File: src/rtl/tour_cmd.sv
// tour_cmd: replays a solved knight's tour as cmd_proc move commands.
// Each one-hot move code is issued as a vertical leg (opcode 4), then a
// horizontal leg (opcode 5). While idle, UART commands pass straight through.
module tour_cmd #(
    parameter int NUM_MOVES = 24,
    parameter int IDX_W     = 5
) (
    input  logic             clk,
    input  logic             rst_n,
    input  logic             start_tour,
    input  logic [7:0]       move,
    output logic [IDX_W-1:0] mv_indx,
    input  logic [15:0]      cmd_UART,
    input  logic             cmd_rdy_UART,
    input  logic             clr_cmd_rdy,
    input  logic             send_resp,
    output logic [15:0]      cmd,
    output logic             cmd_rdy,
    output logic             clr_cmd_rdy_UART,
    output logic [7:0]       resp,
    output logic             tour_err
);

    localparam logic [7:0]       HEAD_N    = 8'h00;
    localparam logic [7:0]       HEAD_W    = 8'h3F;
    localparam logic [7:0]       HEAD_S    = 8'h7F;
    localparam logic [7:0]       HEAD_E    = 8'hBF;
    localparam logic [7:0]       RESP_DONE = 8'hA5;
    localparam logic [7:0]       RESP_LEG  = 8'h5A;
    localparam logic [IDX_W-1:0] LAST_IDX  = IDX_W'(NUM_MOVES - 1);

    typedef enum logic [2:0] {IDLE, VERT, WAIT_V, HORZ, WAIT_H} state_t;

    state_t      state, nxt_state;
    logic        move_legal;
    logic [1:0]  dx_mag, dy_mag;
    logic        dx_neg, dy_neg;
    logic [15:0] vert_cmd, horz_cmd;
    logic        init_indx, inc_indx, set_resp_leg, set_resp_done;

    // Decode the one-hot move code into signed x/y offsets (sign + magnitude)
    always_comb begin
        move_legal = 1'b1;
        dx_mag     = 2'd0;
        dx_neg     = 1'b0;
        dy_mag     = 2'd0;
        dy_neg     = 1'b0;
        case (move)
            8'h01: begin dx_mag = 2'd1;                  dy_mag = 2'd2;                  end
            8'h02: begin dx_mag = 2'd1; dx_neg = 1'b1;   dy_mag = 2'd2;                  end
            8'h04: begin dx_mag = 2'd2; dx_neg = 1'b1;   dy_mag = 2'd1;                  end
            8'h08: begin dx_mag = 2'd2; dx_neg = 1'b1;   dy_mag = 2'd1; dy_neg = 1'b1;   end
            8'h10: begin dx_mag = 2'd1; dx_neg = 1'b1;   dy_mag = 2'd2; dy_neg = 1'b1;   end
            8'h20: begin dx_mag = 2'd1;                  dy_mag = 2'd2; dy_neg = 1'b1;   end
            8'h40: begin dx_mag = 2'd2;                  dy_mag = 2'd1; dy_neg = 1'b1;   end
            8'h80: begin dx_mag = 2'd2;                  dy_mag = 2'd1;                  end
            default: move_legal = 1'b0;
        endcase
    end

    assign vert_cmd = {4'h4, (dy_neg ? HEAD_S : HEAD_N), 2'b00, dy_mag};
    assign horz_cmd = {4'h5, (dx_neg ? HEAD_W : HEAD_E), 2'b00, dx_mag};

    // Next-state and output logic; the UART path is only connected while idle
    always_comb begin
        nxt_state        = state;
        cmd              = cmd_UART;
        cmd_rdy          = 1'b0;
        clr_cmd_rdy_UART = 1'b0;
        tour_err         = 1'b0;
        init_indx        = 1'b0;
        inc_indx         = 1'b0;
        set_resp_leg     = 1'b0;
        set_resp_done    = 1'b0;
        case (state)
            IDLE: begin
                cmd_rdy          = cmd_rdy_UART;
                clr_cmd_rdy_UART = clr_cmd_rdy;
                if (start_tour) begin
                    init_indx = 1'b1;
                    nxt_state = VERT;
                end
            end
            VERT: begin
                cmd = vert_cmd;
                if (!move_legal) begin
                    tour_err      = 1'b1;
                    set_resp_done = 1'b1;
                    nxt_state     = IDLE;
                end else begin
                    cmd_rdy = 1'b1;
                    if (clr_cmd_rdy) nxt_state = WAIT_V;
                end
            end
            WAIT_V: begin
                cmd = vert_cmd;
                if (send_resp) begin
                    set_resp_leg = 1'b1;
                    nxt_state    = HORZ;
                end
            end
            HORZ: begin
                cmd     = horz_cmd;
                cmd_rdy = 1'b1;
                if (clr_cmd_rdy) nxt_state = WAIT_H;
            end
            WAIT_H: begin
                cmd = horz_cmd;
                if (send_resp) begin
                    if (mv_indx == LAST_IDX) begin
                        set_resp_done = 1'b1;
                        nxt_state     = IDLE;
                    end else begin
                        inc_indx     = 1'b1;
                        set_resp_leg = 1'b1;
                        nxt_state    = VERT;
                    end
                end
            end
            default: nxt_state = IDLE;
        endcase
    end

    // State register
    always_ff @(posedge clk or negedge rst_n) begin
        if (!rst_n) state <= IDLE;
        else        state <= nxt_state;
    end

    // Move index: cleared at tour start, advanced after each horizontal leg
    always_ff @(posedge clk or negedge rst_n) begin
        if (!rst_n)         mv_indx <= '0;
        else if (init_indx) mv_indx <= '0;
        else if (inc_indx)  mv_indx <= mv_indx + 1'b1;
    end

    // Response byte: 0x5A per completed leg, 0xA5 at tour end or abort
    always_ff @(posedge clk or negedge rst_n) begin
        if (!rst_n)             resp <= RESP_DONE;
        else if (set_resp_done) resp <= RESP_DONE;
        else if (set_resp_leg)  resp <= RESP_LEG;
    end

endmodule

File: config.mk
export PLATFORM = sky130hd
export DESIGN_NAME = tour_cmd
export DESIGN_NICKNAME = d
export VERILOG_FILES = /design/src/rtl/tour_cmd.sv
export SDC_FILE = /design/constraint.sdc
export NUM_CORES = 1
export LEC_CHECK = 0
export ABC_AREA = 1
export CAP_MARGIN = 15
export CORE_ASPECT_RATIO = 0.5
export CORE_UTILIZATION = 38
export DETAILED_ROUTE_END_ITERATION = 8
export GPL_TIMING_DRIVEN = 0
export PLACE_DENSITY = 0.8
export SLEW_MARGIN = 15
export SYNTH_ARGS = -nofsm -noshare
export SYNTH_HDL_FRONTEND = slang
export SYNTH_SLANG_ARGS = --single-unit
export TNS_END_PERCENT = 1
File: constraint.sdc
create_clock -name clk -period 1.5 [get_ports clk]
set_input_delay 0.225 -clock clk [delete_from_list [all_inputs] [get_ports clk]]
set_output_delay 0.225 -clock clk [all_outputs]
set_load 0.005 [all_outputs]
## Yosys cells after proc, flatten, opt, wreduce, memory -nomap -nowiden

Cells that the tools add are included.

| word-level totals | value |
|---|---|
| bits of input ports | 30 |
| output and inout bits | 32 |
| flip-flop bits (word level) | 16 |
| word-level logic and storage cells | 68 |

| cells by class | value |
|---|---|
| add/subtract/negate cells | 1 |
| equal/unequal tests | 18 |
| mux-type cells | 35 |
| reduce and logical (&&, ||, !) cells | 11 |

Operators with widths:

| kind | number |
|---|---|
| $pmux W16 S2 | 1 |
| $mux W8 | 3 |
| $mux W3 | 6 |
| $mux W1 | 16 |
| $reduce_or A4 Y1 | 4 |
| $pmux W3 S5 | 1 |
| $mux W5 | 2 |
| $eq A8 B1 Y1 const B | 1 |
| $eq A8 B2 Y1 const B | 1 |
| $eq A8 B3 Y1 const B | 1 |
| $eq A8 B4 Y1 const B | 1 |
| $eq A8 B5 Y1 const B | 1 |
| $eq A8 B6 Y1 const B | 1 |
| $eq A8 B7 Y1 const B | 1 |
| $eq A8 B8 Y1 const B | 1 |
| $ne A2 B2 Y1 const B | 4 |
| $pmux W2 S2 | 2 |
| $reduce_or A8 Y1 | 1 |
| $mux W7 | 1 |
| $eq A3 B2 Y1 const B | 2 |
| $add A5 B1 Y5 const B | 1 |
| $eq A5 B5 Y1 const B | 1 |
| $reduce_and A5 Y1 | 1 |
| $pmux W1 S2 | 2 |
| other kinds (7) | 9 |

## Longest topological paths before layout

Gate-level depths: netlist (run 1).

| logic depth | value |
|---|---|
| depth in word-level cells | 6 |
| gate-level depth with buffers | 10 |
| gate-level depth less buffers | 10 |

## Least setup slack after synthesis (run 1)

OpenSTA, ideal clock, no wires.

| timing | value |
|---|---|
| kind | reg-to-output |
| from | register state[2] |
| to | output port cmd[0] |
| setup slack | 0.114 ns |
| cell stages (with the launch flop) | 9 |
| required time | 1.275 ns |
| data arrival time | 1.161 ns |
| buffers on the path | 1 |
| cell sequence | dfrtp_1 -> inv_2 -> nand2_1 -> nor2_2 -> inv_2 -> nand2_2 -> inv_2 -> buf_6 -> o221ai_1 |

| on the way | value |
|---|---|
| longest elaborated chain between the ends | 3 |
| elaborated cells between the ends (all ways) | 7 |
| those cells by class | eq/ne: 4; mux: 1; reduce/logical: 2 |

RTL lines:

| element | RTL line | text |
|---|---|---|
| start: declaration | 34 | `state_t state, nxt_state;` |
| start signal: assignment | 127 | `else state <= nxt_state;` |
| $eq A3 B3 Y1, or another cell as far along | 75 | `case (state)` |
| $reduce_or A2 Y1 (no line) | n/a |  |
| $pmux W16 S2 (*) | 75 |  |
| end: declaration | 17 | `output logic [15:0] cmd,` |

Mark *: on every way between the ends. The rest lies on a longest branch, timed or not.

## Worst setup path in the final report (run 1)

| timing | value |
|---|---|
| from | register state[1] |
| to | output port cmd[10] |

The elaborated chain is that of the path after synthesis.

==> results.md, run 1 <==
* Setup crit start: state[1]
* Synth warn at 0
* Worst path required time at 1.27 ns
* Global route overflow at 0
* First-pass GRT wire length at 5244 µm
* Final WS setup at -0.3581 ns
* DRT Pass-1 Iters at 4
* Via density per instance at 4.638
* Post-Syn Nets at 195
* Commonest cells after routing, fill and taps aside: nand2_1, buf_4, clkdlybuf4s50_1
* Sequential-to-total area share from yosys stat at 23.43%
* Die height at 39.59 µm
* Most used cell, CP: buf_6
* VDD IR max at 0.0007737 V
* Site row count at 13
* Final hold vios at 0
* Die Wd at 77.17 µm
* HPWL Detailed at 2217 µm
* DP Area at 1730 µm²
* Met3 wire len at 108 µm
* Status: finished with violations
* Clock Tree Buf Depth at 2
* Biggest cell delay along the critical path at 0.45 ns
* Inserted Diodes at 0
* R2r startpoint: state[1]
* Slew headroom at 69.03%
* Fraction of layout instances using a drive strength above 1 at 46.00%
* Crit-path max FO at 7
* Core Util, Final at 75.40%
* Clk slew on worst S/H paths at 0.05 ns
* Power per cell area at 1375 nW/µm²
* Max-Cap Viols at 0
* Initial DRC Count at 52
* Largest net degree at the start of global routing at 11
* Die area at 3055 µm²
* Cell chain of the critical path: buf_6 -> nor2_4 -> inv_2 -> nand2_4 -> inv_4 -> buf_6 -> buf_8 -> o21ai_2 -> buf_2
* Critical path capture point type: primary output
* Hold Worst Slack at 0.3062 ns
* CP delay by family, top: buffers and inverters
* CTS sink count at 10
* Largest family of logic cells by synthesized area: simple AND/OR/NAND/NOR gates
* Tmin final at 1.858 ns
* Clock Latency Late Sink at 0.24 ns
* Initial antenna violation count at 0
* WL/cell at 12.01 µm
* Pre-CTS setup slack at -0.8032 ns
* CTS tree: done
* Drc violations at 0
* Critical path arrival at 1.63 ns
* Post-Synth XOR/XNOR Area at 3.263%
* Port Buffers at 61
* Starting Density at 40.74%
* Post-Route WL at 3446 µm
* Vias in the first global route at 1187
* Mux cell area share after synthesis at 0%
* Worst Tran Pin Value at 0.4631 ns
* Adder and majority gate portion of the synthesized area at 1.166%
* Post-Synth Simple-Gate Area at 45.92%
* RSZ-0062 raised after global routing: yes
* Worst path slowest cell: dfrtp_2
* Final Cycle Share at 123.9%
* Core Region at 2635 µm²
* DRT antenna net count at 0
* P&R area growth vs syn at 85.08%
* Max Clock Freq at 538.2 MHz
* #FFs+latches synth at 10
* Clock Skew at 0.005879 ns
* Setup Viol. Count Final at 18
* Total power at 0.002732 W
* Class of the worst hold path: in -> async
* Net count, final at 282
* Met1 wire length at 1435 µm
* Syn Inst Count at 164
* Setup CP Type: reg -> out
* Vias at 1331
* Avg Cell Area, Syn at 6.546 µm²
* Synth Area in Compound Gates at 10.37%
* CP Buf/Inv Count at 6
* Routability cong. at 0.8185
* Startpoint Class: register
* Failing checks: setup timing
* Cell area after synthesis at 1074 µm²
* P_leak at 0.9855 nW
* Number of placed I/O pins at 62
* Fin area at 1987 µm²
* Total Routing Usage GR at 22.99%
* CTS buffer count at 3
* Top Layer Used: met4
* H-tree depth at 1
* Met2 Wirelength at 1831 µm
* Netlist cell types at 31
* Root Driver: clkbuf_8
* Max Slew Vio Count at 0
==> synth_stat cells <==
cell type | n | area (µm²)
ha_1 | 1 | 12.51
a21oi_2 | 1 | 8.760
o21ai_0 | 7 | 35.03
nor3_1 | 2 | 10.01
nand4_1 | 3 | 18.77
inv_2 | 5 | 18.77
nand2_1 | 40 | 150.1
buf_4 | 6 | 45.04
o211ai_1 | 1 | 7.510
o31ai_1 | 2 | 15.01
clkinv_2 | 1 | 5.000
dfrtp_1 | 9 | 225.2
nand2_4 | 2 | 22.52
or2_1 | 1 | 6.260
nor3_2 | 1 | 10.01
nand3_4 | 1 | 17.52
nand3_2 | 3 | 30.03
dfstp_2 | 1 | 26.28
xor2_1 | 1 | 8.760
nand3_1 | 8 | 40.04
nor2_2 | 10 | 62.56
buf_6 | 1 | 11.26
a21oi_1 | 2 | 10.01
o21ai_1 | 1 | 5.000
nor2_1 | 18 | 67.56
xnor2_1 | 3 | 26.28
nand2_2 | 2 | 12.51
o22ai_2 | 1 | 12.51
o221ai_1 | 2 | 17.52
nor2_4 | 4 | 45.04
inv_1 | 24 | 90.09
==> metal layers <==
layer	track usage [%]	vias up
li1	-	680
met1	27.00	612
met2	43.36	33
met3	2.791	6
met4	12.26	0
met5	0	-
==> path summary, 6_finish.rpt <==
check | to | slack [ns] | cells after the start
max in group asynchronous | resp[5] | 0.85 | 1
min reg2reg | resp[5] | 0.50 | 2
min in group clk | resp[5] | 0.50 | 2
max reg2reg | resp[5] | 0.05 | 9
max | cmd[10] | -0.36 | 9
min | mv_indx[1] | 0.31 | 1
==> sequential cells by signal, indices dropped and copies added, names as in the netlist <==
name and flops:
state 3, resp 2, mv_indx 5
==> through the flow <==
step / TNS (ns) / instances
3_5_place_dp: -11.98 / 262
4_1_cts: -3.774 / 285
2_1_floorplan: 0 / 164
6_report: -4.646 / 287
3_3_place_gp: -11.57 / 262
5_1_grt: -5.676 / 287
==> area by class of cell <==
class	count	area [µm²]
Buffer	7	56.30
Multi-Input combinational cell	117	784.5
Clock buffer	4	45.04
Tap cell	37	46.29
Fill cell	204	648.1
Inverter	30	118.9
Sequential cell	10	254.0
Timing Repair Buffer	82	681.9
==> power breakdown <==
group	switching (W)	leakage [nW]	internal, W
clock network	0.000109	0.0228	0.000186
logic	0.000984	0.832	0.00104
registers	0.0000845	0.131	0.000332
==> cells by family (layout without fill, tap and decap cells) <==
| logic type | Yosys count | in the layout |
|---|---|---|
| buffers and inverters | 37 | 123 |
| and+or+nand+nor | 95 | 95 |
| DFF | 10 | 10 |
| adders and majority gates | 1 | 1 |
| xor gates and xnor gates | 4 | 4 |
| AOI/OAI and AO/OA | 17 | 17 |
==> timing repair <==
item                       CTS  global route
setup buffers               19             2
hold endpoints to repair     0             0
hold buffers                 0             0
setup endpoints to repair   29            32
resized for setup          114            25
pin swaps                   20             6
Power figures use the tool's default switching activity.
==> run 2: changes to the inputs <==
--- a/config.mk
+++ b/config.mk
@@ -8,10 +8,11 @@
 export ABC_AREA = 1
 export CAP_MARGIN = 15
 export CORE_ASPECT_RATIO = 0.5
-export CORE_UTILIZATION = 38
+export CORE_UTILIZATION = 34
 export DETAILED_ROUTE_END_ITERATION = 8
+export GPL_ROUTABILITY_DRIVEN = 0
 export GPL_TIMING_DRIVEN = 0
-export PLACE_DENSITY = 0.8
+export PLACE_DENSITY = 0.76
 export SLEW_MARGIN = 15
 export SYNTH_ARGS = -nofsm -noshare
 export SYNTH_HDL_FRONTEND = slang
==> constraint.sdc (replaced) <==
create_clock -name clk -period 1.6 [get_ports clk]
set_input_delay 0.24 -clock clk [delete_from_list [all_inputs] [get_ports clk]]
set_output_delay 0.24 -clock clk [all_outputs]
set_load 0.005 [all_outputs]
==> run 2 against run 1 <==
  * Worst hold slack better by 0.017 ns
  * The run still ends with setup timing left
  * Clock skew is 0.0053 ns lower
  * Design area is 1.8% higher
  * Non-clock buffer count stayed put
  * Wire length is 11% higher
  * Total power is 2.4% lower
  * Die area is 11% higher
  * Largest cell class unchanged
  * Global-route usage is 0.061 points lower
  * First-iteration DRC count is 17% lower
==> results.md, run 2 (synthesized netlist as in run 1, its figures left out) <==
* Fillers at 220 (was 204)
* P_leak at 0.9954 nW (was 0.9855 nW)
* Clock Skew at 0.0006024 ns (was 0.005879 ns)
* Critical R2R Capture: state[0] (was resp[5])
* Slew headroom at 68.26% (was 69.03%)
* Worst path required time at 1.36 ns (was 1.27 ns)
* Clk slew on worst S/H paths at 0.05 ns (about the same)
* Die area at 3400 µm² (was 3055 µm²)
* CTS sink count at 10 (unchanged)
* H-tree depth at 1 (unchanged)
* Max Clock Freq at 557.4 MHz
* Critical path capture point type: primary output (unchanged)
* Die height at 41.74 µm (was 39.59 µm)
* Total power at 0.002666 W (was 0.002732 W)
* RSZ-0062 raised after global routing: yes (unchanged)
* Drc violations at 0 (unchanged)
* Max Slew Vio Count at 0 (unchanged)
* Vias in the first global route at 1323 (was 1187)
* Status: finished with violations (unchanged)
* WL/cell at 13.35 µm (was 12.01 µm)
* Worst Tran Pin Value at 0.4747 ns (was 0.4631 ns)
* GRT met3 Usage at 6.593% (was 2.791%)
* Startpoint Class: register (unchanged)
* R2r startpoint: state[1] (unchanged)
* R2R Setup Slk at 0.04 ns (was 0.05 ns)
* Final hold vios at 0 (unchanged)
* Site row count at 13 (unchanged)
* HPWL Detailed at 2282 µm (was 2217 µm)
* Max-Cap Viols at 0 (unchanged)
* Setup CP Type: reg -> out (unchanged)
* Initial antenna violation count at 0 (unchanged)
* Tmin final at 1.794 ns
* Fin area at 2023 µm² (was 1987 µm²)
* Via density per instance at 4.857 (was 4.638)
* Fraction of layout instances using a drive strength above 1 at 46.80% (was 46.00%)
* VDD IR max at 0.0007497 V (was 0.0007737 V)
* Final WS setup at -0.1940 ns (was -0.3581 ns)
* Max reg flops at 5 (unchanged)
* DP Area at 1730 µm² (unchanged)
* Starting Density at 38.60% (was 40.74%)
* Crit-path max FO at 5 (was 7)
* Largest net degree at the start of global routing at 11 (unchanged)
* Reg2reg path depth at 9 (unchanged)
* Top Usage Layer GRT: met2 (unchanged)
* Post-Route WL at 3831 µm (was 3446 µm)
* Reg with most FFs: mv_indx (unchanged)
* GRT met1 Usage at 25.30% (was 27.00%)
* Failing checks: setup timing (unchanged)
* Hold Worst Slack at 0.3229 ns (was 0.3062 ns)
* Critical path arrival at 1.55 ns (was 1.63 ns)
* Core Region at 2781 µm² (was 2635 µm²)
* Root Driver: clkbuf_8 (unchanged)
* Inserted Diodes at 0 (unchanged)
* Clock Tree Buf Depth at 2 (unchanged)
* Net count, final at 282 (unchanged)
* Global route overflow at 0 (unchanged)
* Clock Latency Late Sink at 0.24 ns (about the same)
* Commonest cells after routing, fill and taps aside: nand2_1, clkdlybuf4s50_1, buf_4 (was nand2_1, buf_4, clkdlybuf4s50_1)
* DRT antenna net count at 0 (unchanged)
* Number of placed I/O pins at 62 (unchanged)
* Initial DRC Count at 43 (was 52)
* Setup Viol. Count Final at 18 (unchanged)
* CTS buffer count at 3 (unchanged)
* Power per cell area at 1318 nW/µm² (was 1375 nW/µm²)
* Port Buffers at 61 (unchanged)
* Final Cycle Share at 112.1%
* P&R area growth vs syn at 88.46% (was 85.08%)
* Core Util, Final at 72.74% (was 75.40%)
* DRT Pass-1 Iters at 4 (unchanged)
* First-pass GRT wire length at 5947 µm (was 5244 µm)
* Met2 GRT Util at 42.00% (was 43.36%)
* Top flop regs: mv_indx: 5 flops, state: 3 flops, resp: 2 flops (unchanged)
* CTS tree: done (unchanged)
* Die Wd at 81.47 µm (was 77.17 µm)
* Pre-CTS setup slack at -0.7305 ns (was -0.8032 ns)
* Total Routing Usage GR at 22.93% (was 22.99%)
* Vias at 1394 (was 1331)
* Class of the worst hold path: in -> async (unchanged)
[run 2: changes by cell type in the layout (fill, tap and decap cells not counted), moves of 3 or more]
cell / before / now
buf_4: 30 / 25
buf_6: 3 / 7
clkdlybuf4s50_1: 27 / 31
dlygate4sd2_1: 4 / 1
[run 2: worst max path at each step]
stage	from	endpoint	slack [ns]	cells past startpoint
floorplan	state[2]	cmd[0]	0.20	8
CTS	state[1]	cmd[4]	-0.18	10
detailed placement	move[7]	cmd[8]	-0.73	9
global placement	move[4]	cmd[8]	-0.70	9
finish	state[1]	cmd[1]	-0.19	8
global route	state[2]	cmd[11]	-0.27	8
[run 2: stage by stage]
step	setup TNS (ns)	std cells
floorplan	0	164
global placement	-9.861	262
detailed placement	-10.17	262
CTS	-1.984	283
global route	-3.416	287
finish	-2.099	287
[run 2: critical path: stages (launching register included)]
cell      delay (ns)
dfrtp_2         0.45
buf_6           0.14
nor2_4          0.11
inv_2           0.06
nand2_4         0.08
inv_4           0.05
buf_6           0.12
o221ai_2        0.15
buf_2           0.14
[run 2: metal layers]
metal,up-vias,routed length [µm]
met2,55,2022
met3,12,179
met4,0,92
met5,-,0
li1,677,-
met1,650,1537
[run 2: final cells by class]
type	instances	area, µm²	area share [%]
inverters	30	118.9	5.875
repair buffers	82	695.7	34.38
well taps	37	46.29	2.288
flip-flops and latches	10	254.0	12.55
plain buffers	7	56.30	2.783
clock buffers	4	55.05	2.721
multi-input cells	117	797.0	39.39
[run 2: repair_timing]
item | in CTS | in global routing
pin swaps | 21 | 12
hold endpoints to repair | 0 | 0
resized for setup | 124 | 20
setup endpoints to repair | 22 | 25
buffers inserted | 17 | 4
hold buffers | 0 | 0
cloned | 1 | 0
[run 2: power by group]
| group | switching, W | internal (W) | total [W] |
|---|---|---|---|
| clock | 0.000113 | 0.000218 | 0.000331 |
| sequential | 0.0000749 | 0.000311 | 0.000386 |
| combinational | 0.000944 | 0.00101 | 0.00195 |
